**config.mk**
```make
export PLATFORM = sky130hd
export DESIGN_NAME = load_store_unit
export DESIGN_NICKNAME = d
export VERILOG_FILES = /design/src/rtl/lsu_pkg.sv /design/src/rtl/lsu_align.sv /design/src/rtl/load_store_unit.sv
export SDC_FILE = /design/constraint.sdc
export NUM_CORES = 1
export LEC_CHECK = 0
export CORE_ASPECT_RATIO = 1.4
export CORE_MARGIN = 2
export CORE_UTILIZATION = 42
export DETAILED_ROUTE_END_ITERATION = 16
export PLACE_DENSITY = 0.77
export SYNTH_ARGS = -nofsm -noshare
export SYNTH_HDL_FRONTEND = slang
export SYNTH_SLANG_ARGS = --single-unit
```
**constraint.sdc**
```tcl
create_clock -name clk -period 2.9 [get_ports clk]
set_clock_uncertainty 0.15 [all_clocks]
set_input_delay 0.58 -clock clk [delete_from_list [all_inputs] [get_ports clk]]
set_output_delay 0.58 -clock clk [all_outputs]
set_load 0.005 [all_outputs]
```
**src/rtl/lsu_pkg.sv**
```systemverilog
// Shared definitions for the load/store unit: FSM state encoding, Funct3
// access-size encodings and small decode helpers used by the top and the
// alignment datapath.
package lsu_pkg;

    localparam int unsigned XLEN  = 32;
    localparam int unsigned F3_W  = 3;
    localparam int unsigned BE_W  = XLEN / 8;

    typedef enum logic [1:0] {
        ST_IDLE = 2'd0,
        ST_REQ  = 2'd1,
        ST_DONE = 2'd2
    } lsu_state_e;

    // Funct3[1:0] selects the access size, Funct3[2] selects zero-extension.
    localparam logic [1:0] SZ_BYTE = 2'b00;
    localparam logic [1:0] SZ_HALF = 2'b01;
    localparam logic [1:0] SZ_WORD = 2'b10;

    localparam logic [F3_W-1:0] F3_LB  = 3'b000;
    localparam logic [F3_W-1:0] F3_LH  = 3'b001;
    localparam logic [F3_W-1:0] F3_LW  = 3'b010;
    localparam logic [F3_W-1:0] F3_LBU = 3'b100;
    localparam logic [F3_W-1:0] F3_LHU = 3'b101;
    localparam logic [F3_W-1:0] F3_SB  = 3'b000;
    localparam logic [F3_W-1:0] F3_SH  = 3'b001;
    localparam logic [F3_W-1:0] F3_SW  = 3'b010;

    localparam logic [BE_W-1:0] BE_ALL = 4'b1111;

    // Only the five architected load encodings are accepted.
    function automatic logic load_f3_ok(input logic [F3_W-1:0] f3);
        return (f3 == F3_LB) || (f3 == F3_LH) || (f3 == F3_LW) ||
               (f3 == F3_LBU) || (f3 == F3_LHU);
    endfunction

    // Stores have no unsigned variants, so anything above sw is illegal.
    function automatic logic store_f3_ok(input logic [F3_W-1:0] f3);
        return (f3 == F3_SB) || (f3 == F3_SH) || (f3 == F3_SW);
    endfunction

    // True when the low address bits are not a multiple of the access size.
    function automatic logic misaligned(input logic [F3_W-1:0] f3,
                                        input logic [1:0]      addr_lo);
        logic mis;
        mis = 1'b0;
        case (f3[1:0])
            SZ_HALF: mis = addr_lo[0];
            SZ_WORD: mis = (addr_lo != 2'b00);
            default: mis = 1'b0;
        endcase
        return mis;
    endfunction

endpackage

```
**src/rtl/lsu_align.sv**
```systemverilog
// Combinational byte-lane datapath for the load/store unit: store byte
// enables and lane replication, load lane extraction with sign/zero
// extension. Address bits below the access size are ignored, so a
// misaligned access is treated as its naturally aligned counterpart.
module lsu_align
    import lsu_pkg::*;
(
    input  logic [F3_W-1:0] funct3_i,
    input  logic [1:0]      addr_lo_i,
    input  logic [XLEN-1:0] wdata_i,
    input  logic [XLEN-1:0] rdata_i,
    output logic [BE_W-1:0] st_be_o,
    output logic [XLEN-1:0] st_wdata_o,
    output logic [XLEN-1:0] ld_data_o
);

    logic [7:0]  ld_byte;
    logic [15:0] ld_half;
    logic        ld_sext;

    // Store side: enables follow the addressed lane, data is replicated to all lanes.
    always_comb begin
        st_be_o    = BE_ALL;
        st_wdata_o = wdata_i;
        case (funct3_i[1:0])
            SZ_BYTE: begin
                st_be_o    = 4'b0001 << addr_lo_i;
                st_wdata_o = {4{wdata_i[7:0]}};
            end
            SZ_HALF: begin
                st_be_o    = addr_lo_i[1] ? 4'b1100 : 4'b0011;
                st_wdata_o = {2{wdata_i[15:0]}};
            end
            default: begin
                st_be_o    = BE_ALL;
                st_wdata_o = wdata_i;
            end
        endcase
    end

    // Load side: pick the addressed lane and extend it to a full word.
    always_comb begin
        case (addr_lo_i)
            2'd0:    ld_byte = rdata_i[7:0];
            2'd1:    ld_byte = rdata_i[15:8];
            2'd2:    ld_byte = rdata_i[23:16];
            default: ld_byte = rdata_i[31:24];
        endcase
        ld_half = addr_lo_i[1] ? rdata_i[31:16] : rdata_i[15:0];
        ld_sext = ~funct3_i[2];
        case (funct3_i[1:0])
            SZ_BYTE: ld_data_o = {{24{ld_sext & ld_byte[7]}}, ld_byte};
            SZ_HALF: ld_data_o = {{16{ld_sext & ld_half[15]}}, ld_half};
            default: ld_data_o = rdata_i;
        endcase
    end

endmodule

```
**src/rtl/load_store_unit.sv**
```systemverilog
// Load/store unit: accepts one load or store from the pipeline, issues a
// single word-aligned memory request held until mem_ack (or a timeout),
// and returns an extended load result / error pulse in a DONE cycle.
// Optional build macro LSU_MISALIGN_TRAP_EN: misaligned half/word accesses
// report Err instead of being silently aligned.
module load_store_unit
    import lsu_pkg::*;
#(
    parameter int unsigned TIMEOUT_CYC = 255
) (
    input  logic              clk,
    input  logic              rst_n,
    input  logic              MemRead,
    input  logic              MemWrite,
    input  logic [F3_W-1:0]   Funct3,
    input  logic [XLEN-1:0]   Addr,
    input  logic [XLEN-1:0]   WrData,
    output logic              Stall,
    output logic [XLEN-1:0]   RdData,
    output logic              RdValid,
    output logic              Err,
    output logic              mem_req,
    output logic              mem_we,
    output logic [XLEN-1:0]   mem_addr,
    output logic [BE_W-1:0]   mem_be,
    output logic [XLEN-1:0]   mem_wdata,
    input  logic              mem_ack,
    input  logic [XLEN-1:0]   mem_rdata
);

    localparam logic        TO_EN   = (TIMEOUT_CYC != 0);
    localparam logic [31:0] TO_LAST = (TIMEOUT_CYC == 0) ? 32'd0 : 32'(TIMEOUT_CYC - 1);

    lsu_state_e      state_q, state_d;
    logic [31:0]     cnt_q, cnt_d;
    logic            err_q, err_d;
    logic            we_q, we_d;
    logic [F3_W-1:0] f3_q;
    logic [XLEN-1:0] addr_q;
    logic [XLEN-1:0] wdata_q;
    logic [XLEN-1:0] rdata_q;

    logic            req_any;
    logic            req_bad;
    logic            f3_bad;
    logic            mis_trap;
    logic            timeout_hit;
    logic [BE_W-1:0] st_be;
    logic [XLEN-1:0] st_wdata;
    logic [XLEN-1:0] ld_data;

    lsu_align u_align (
        .funct3_i   (f3_q),
        .addr_lo_i  (addr_q[1:0]),
        .wdata_i    (wdata_q),
        .rdata_i    (mem_rdata),
        .st_be_o    (st_be),
        .st_wdata_o (st_wdata),
        .ld_data_o  (ld_data)
    );

    // Decode the incoming command: anything rejected up front never reaches memory.
    always_comb begin
        req_any = MemRead | MemWrite;
        f3_bad  = MemRead ? ~load_f3_ok(Funct3) : ~store_f3_ok(Funct3);
`ifdef LSU_MISALIGN_TRAP_EN
        mis_trap = misaligned(Funct3, Addr[1:0]);
`else
        mis_trap = 1'b0;
`endif
        req_bad     = (MemRead & MemWrite) | f3_bad | mis_trap;
        timeout_hit = TO_EN && (cnt_q == TO_LAST);
    end

    // State register with asynchronous clear.
    always_ff @(posedge clk or negedge rst_n) begin
        if (!rst_n) begin
            state_q <= ST_IDLE;
        end else begin
            state_q <= state_d;
        end
    end

    // Next-state logic; ack wins over a timeout landing in the same cycle.
    always_comb begin
        state_d = state_q;
        case (state_q)
            ST_IDLE: if (req_any) state_d = req_bad ? ST_DONE : ST_REQ;
            ST_REQ:  if (mem_ack || timeout_hit) state_d = ST_DONE;
            ST_DONE: state_d = ST_IDLE;
            default: state_d = ST_IDLE;
        endcase
    end

    // Outputs are decoded from state so every output is zero while in reset.
    always_comb begin
        Stall     = 1'b0;
        RdData    = '0;
        RdValid   = 1'b0;
        Err       = 1'b0;
        mem_req   = 1'b0;
        mem_we    = 1'b0;
        mem_addr  = '0;
        mem_be    = '0;
        mem_wdata = '0;
        case (state_q)
            ST_IDLE: Stall = req_any & rst_n;
            ST_REQ: begin
                Stall     = 1'b1;
                mem_req   = 1'b1;
                mem_we    = we_q;
                mem_addr  = {addr_q[XLEN-1:2], 2'b00};
                mem_be    = we_q ? st_be : BE_ALL;
                mem_wdata = we_q ? st_wdata : '0;
            end
            ST_DONE: begin
                Err     = err_q;
                RdValid = ~we_q & ~err_q;
                RdData  = (~we_q & ~err_q) ? rdata_q : '0;
            end
            default: ;
        endcase
    end

    // Control next-state: command direction, error flag and REQ cycle counter.
    always_comb begin
        we_d  = we_q;
        err_d = err_q;
        cnt_d = cnt_q;
        case (state_q)
            ST_IDLE: begin
                cnt_d = '0;
                if (req_any) begin
                    we_d  = MemWrite & ~MemRead;
                    err_d = req_bad;
                end
            end
            ST_REQ: begin
                if (TO_EN) cnt_d = cnt_q + 32'd1;
                if (!mem_ack && timeout_hit) err_d = 1'b1;
            end
            default: ;
        endcase
    end

    // Control registers, cleared asynchronously.
    always_ff @(posedge clk or negedge rst_n) begin
        if (!rst_n) begin
            cnt_q <= '0;
            err_q <= 1'b0;
            we_q  <= 1'b0;
        end else begin
            cnt_q <= cnt_d;
            err_q <= err_d;
            we_q  <= we_d;
        end
    end

    // Command/data capture; these are only observed through state-gated outputs.
    always_ff @(posedge clk) begin
        if (state_q == ST_IDLE && req_any) begin
            f3_q    <= Funct3;
            addr_q  <= Addr;
            wdata_q <= WrData;
        end
        if (state_q == ST_REQ && mem_ack) begin
            rdata_q <= ld_data;
        end
    end

endmodule

```
==> out/summary.md <==
The maximum number of pins on one net before global-route repair was 63; the static leakage was 3.59 nW. For this run, the top clock speed supported by timing is 352 MHz. Portion of the post-synthesis area used by sequential elements: 0.593.

Type of destination of the critical path: an output pin. Across the VDD grid, the largest voltage drop is 447 µV. Across all hold checks on the routed design, the worst slack comes to 0.397 ns. The die is 109 µm wide. A synthesized cell averages 11.1 µm². The run gives 0.894 as the weighted congestion reported at the end of routability-driven placement. The synthesized cell area came out at 6530 µm². The tools report the number of buffers inserted during clock tree synthesis as 17. The run finished with clean final reports.

The number of different library cells used by synthesis comes to 53. The number of global-route vias before repair came out at 5633. The startpoint type of the worst setup path is a flop.

sky130_fd_sc_hd__edfxtp_1 is the most common cell in the netlist. The run gives 0 as the antenna violation net count after detailed routing. Pin placement for this block handled 209 I/O pins.

The commonest cells after synthesis are sky130_fd_sc_hd__edfxtp_1, sky130_fd_sc_hd__nand2_1, sky130_fd_sc_hd__and2_1, sky130_fd_sc_hd__a21oi_1, sky130_fd_sc_hd__nor2_1. The worst register-to-register path has a depth of 5. Data on the critical path is required at its endpoint by 2.17 ns. The switching fraction of total power is 0.281.

The number of nets in the layout came out at 906. The maximum root-to-sink buffer count is 2, and the count of yosys warnings during synthesis is 0. The number of flip-flops and latches in the synthesized netlist came out at 135. Clock-pin slew was measured on the worst setup and hold paths at 0.06 ns. After floorplanning, the core was divided into 53 placement rows. The tools report the proportion of power drawn by combinational gates as 0.241. The path type of the worst min-delay path is reg -> reg. The sink count of the clock tree was 135. By area the synthesized netlist is led by sky130_fd_sc_hd__edfxtp_1, sky130_fd_sc_hd__dfrtp_1, sky130_fd_sc_hd__and2_1.

The run gives 0 as the number of endpoints with negative hold slack in the final report. The power per cell area was 662 nW/µm²; the number of max-cap violations was 0. The count of mapped cells out of synthesis is 591, and the endpoint arrival time on the critical path is 2.11 ns.

The total vias in the final route is 5468. The tools report the clock network power share as 0.352. Setup repair after global routing could not meet its margin everywhere. The biggest area consumer among synthesized cells is sky130_fd_sc_hd__edfxtp_1. The tools report the clock root buffer as sky130_fd_sc_hd__clkbuf_16. The floorplan step defined a die boundary enclosing 16600 µm². At the pin with the least slew margin, the transition time is 0.761 ns.

The async set-reset flop share out of synthesis is 0.267, and the power share of the sequential group is 0.407. The share of the synthesized area in the top cell type was 0.455; the y dimension of the die was 152 µm. The initial core utilization was 0.432; the number of enable flip-flop cells after synthesis was 99. Area growth from synthesis to layout: 45.6%. After detailed routing, the number of remaining DRC violations is 0. The total count of max-transition violations in the final report is 0. The number of antenna diodes in the final layout is 0.

The initial antenna violation count was 0; the per-cell routed wire length was 18.0 µm. The H-tree generated during clock tree synthesis spans 4 levels. The time the worst path needs with I/O delays and setup was 2.84 ns. The logs give 13000 µm for the final HPWL from detailed placement and 4 for the number of optimization iterations in the first detailed-route pass. The portion of the clock cycle consumed by the worst path in the final layout was 0.980. The layout cell share with drive strength beyond 1 was 0.0887.

TritonCTS built the clock tree. After the first detailed-routing iteration, the DRC count stood at 288. The overall track demand over capacity in global routing was 0.219; the switching power was 1.77 mW.

The wire length of the first global-routing pass is 28100 µm. Setup violations remaining at the end of the flow were counted as 0. The finished cells cover 9520 µm². The tools report the area of the core as 15100 µm². The internal power of the cells was 4.53 mW; the number of input and output port buffers inserted was 206.

At the later pin of the worst-skew pair, clock insertion delay measures 0.42 ns. The hold-critical path depth came out at 2. The placed instance area was 8870 µm²; the worst relative slew slack was 0.492. The tools report the global route total overflow as 0.

In the synthesized netlist the dominant register cell turns out to be sky130_fd_sc_hd__edfxtp_1. The via-per-instance ratio is 5.45, and the routed wire length is 18100 µm. The largest driver fanout on the critical path came out at 33. The worst setup path is of the reg -> out kind.
==> cells by family after synthesis <==
| group | count (synthesis) | share of synthesized area |
|---|---|---|
| fa+ha+maj | 2 | 0.00383 |
| xor+xnor | 7 | 0.00938 |
| buf+inv | 54 | 0.0329 |
| mux | 27 | 0.0483 |
| simple gates | 247 | 0.204 |
| flops | 135 | 0.593 |
| compound gates | 118 | 0.109 |
| other cells | 1 | 0.000574 |
==> flip-flops by register name, indices dropped and copies added, names as in the netlist <==
| signal | cells |
|---|---|
| state_q | 2 |
| cnt_q | 32 |
| we_q | 1 |
| addr_q | 32 |
| f3_q | 3 |
| err_q | 1 |
| rdata_q | 32 |
| wdata_q | 32 |
==> cell usage in the layout (no fill, tap or decap), types with 13 or more instances in the layout <==
cell type / count
sky130_fd_sc_hd__clkdlybuf4s50_1: 205
sky130_fd_sc_hd__edfxtp_1: 99
sky130_fd_sc_hd__nand2_1: 64
sky130_fd_sc_hd__and2_1: 62
sky130_fd_sc_hd__a21oi_1: 46
sky130_fd_sc_hd__dfrtp_1: 36
sky130_fd_sc_hd__o21ai_0: 35
sky130_fd_sc_hd__nor2_1: 35
sky130_fd_sc_hd__mux2i_1: 18
sky130_fd_sc_hd__clkbuf_16: 17
sky130_fd_sc_hd__inv_1: 16
sky130_fd_sc_hd__buf_4: 13
==> critical path: stages (launching register included) <==
cell	delay (ns)
sky130_fd_sc_hd__dfrtp_1	0.44
sky130_fd_sc_hd__nor4_2	0.29
sky130_fd_sc_hd__buf_6	0.25
sky130_fd_sc_hd__and2_1	0.20
sky130_fd_sc_hd__clkdlybuf4s50_1	0.52
==> metrics by stage <==
| step | worst slack, ns | std cells | utilization | power (mW) | TNS [ns] |
|---|---|---|---|---|---|
| after floorplan | 0.349 | 592 | - | 3.30 | 0 |
| after global routing | -0.0107 | 1004 | 0.629 | 6.55 | -0.0250 |
| after global placement | 0.201 | 972 | 0.586 | 4.03 | 0 |
| after detailed placement | 0.216 | 972 | 0.586 | 4.08 | 0 |
| after CTS | 0.00982 | 1003 | 0.627 | 6.31 | 0 |
| final | 0.0580 | 1004 | 0.629 | 6.30 | 0 |
==> power by group through the flow <==
stage / Sequential (mW) / Clock [mW] / Combinational, mW
3_3_place_gp: 2.58 / 0 / 1.45
6_report: 2.57 / 2.22 / 1.52
5_1_grt: 2.59 / 2.32 / 1.64
2_1_floorplan: 2.55 / 0 / 0.745
3_5_place_dp: 2.59 / 0 / 1.49
4_1_cts: 2.56 / 2.25 / 1.51
==> metal layers <==
layer	track usage	vias to the layer above	wire, µm
met2	0.378	251	9650
met5	0	-	0
met1	0.255	2616	6590
met3	0.0612	36	1360
li1	-	2565	-
met4	0.0854	0	499
==> path summary, 6_finish.rpt <==
check | from | to | slack, ns
worst max-delay path | state_q[0] | RdData[9] | 0.06
worst min-delay path | state_q[1] | state_q[1] | 0.40
worst max register to register | cnt_q[1] | cnt_q[24] | 0.30
worst min register to register | state_q[1] | state_q[1] | 0.40
max in group asynchronous | rst_n | cnt_q[31] | 1.71
min in group asynchronous | rst_n | cnt_q[6] | 0.55
==> what timing repair did <==
action | in CTS | in global routing
setup endpoints to repair | 11 | 73
hold buffers | 0 | 0
gates resized for setup | 3 | 10
setup buffers | 0 | 1
==> area by class of cell <==
cell class / count / area (µm²)
clock buffer: 18 / 429
tap: 192 / 240
sequential: 135 / 3870
timing repair buffer: 226 / 2260
inverter: 17 / 63.8
fill: 1180 / 5600
clock inverter: 13 / 171
multi-input combinational: 403 / 2470
(Power assumes the default switching activity.)
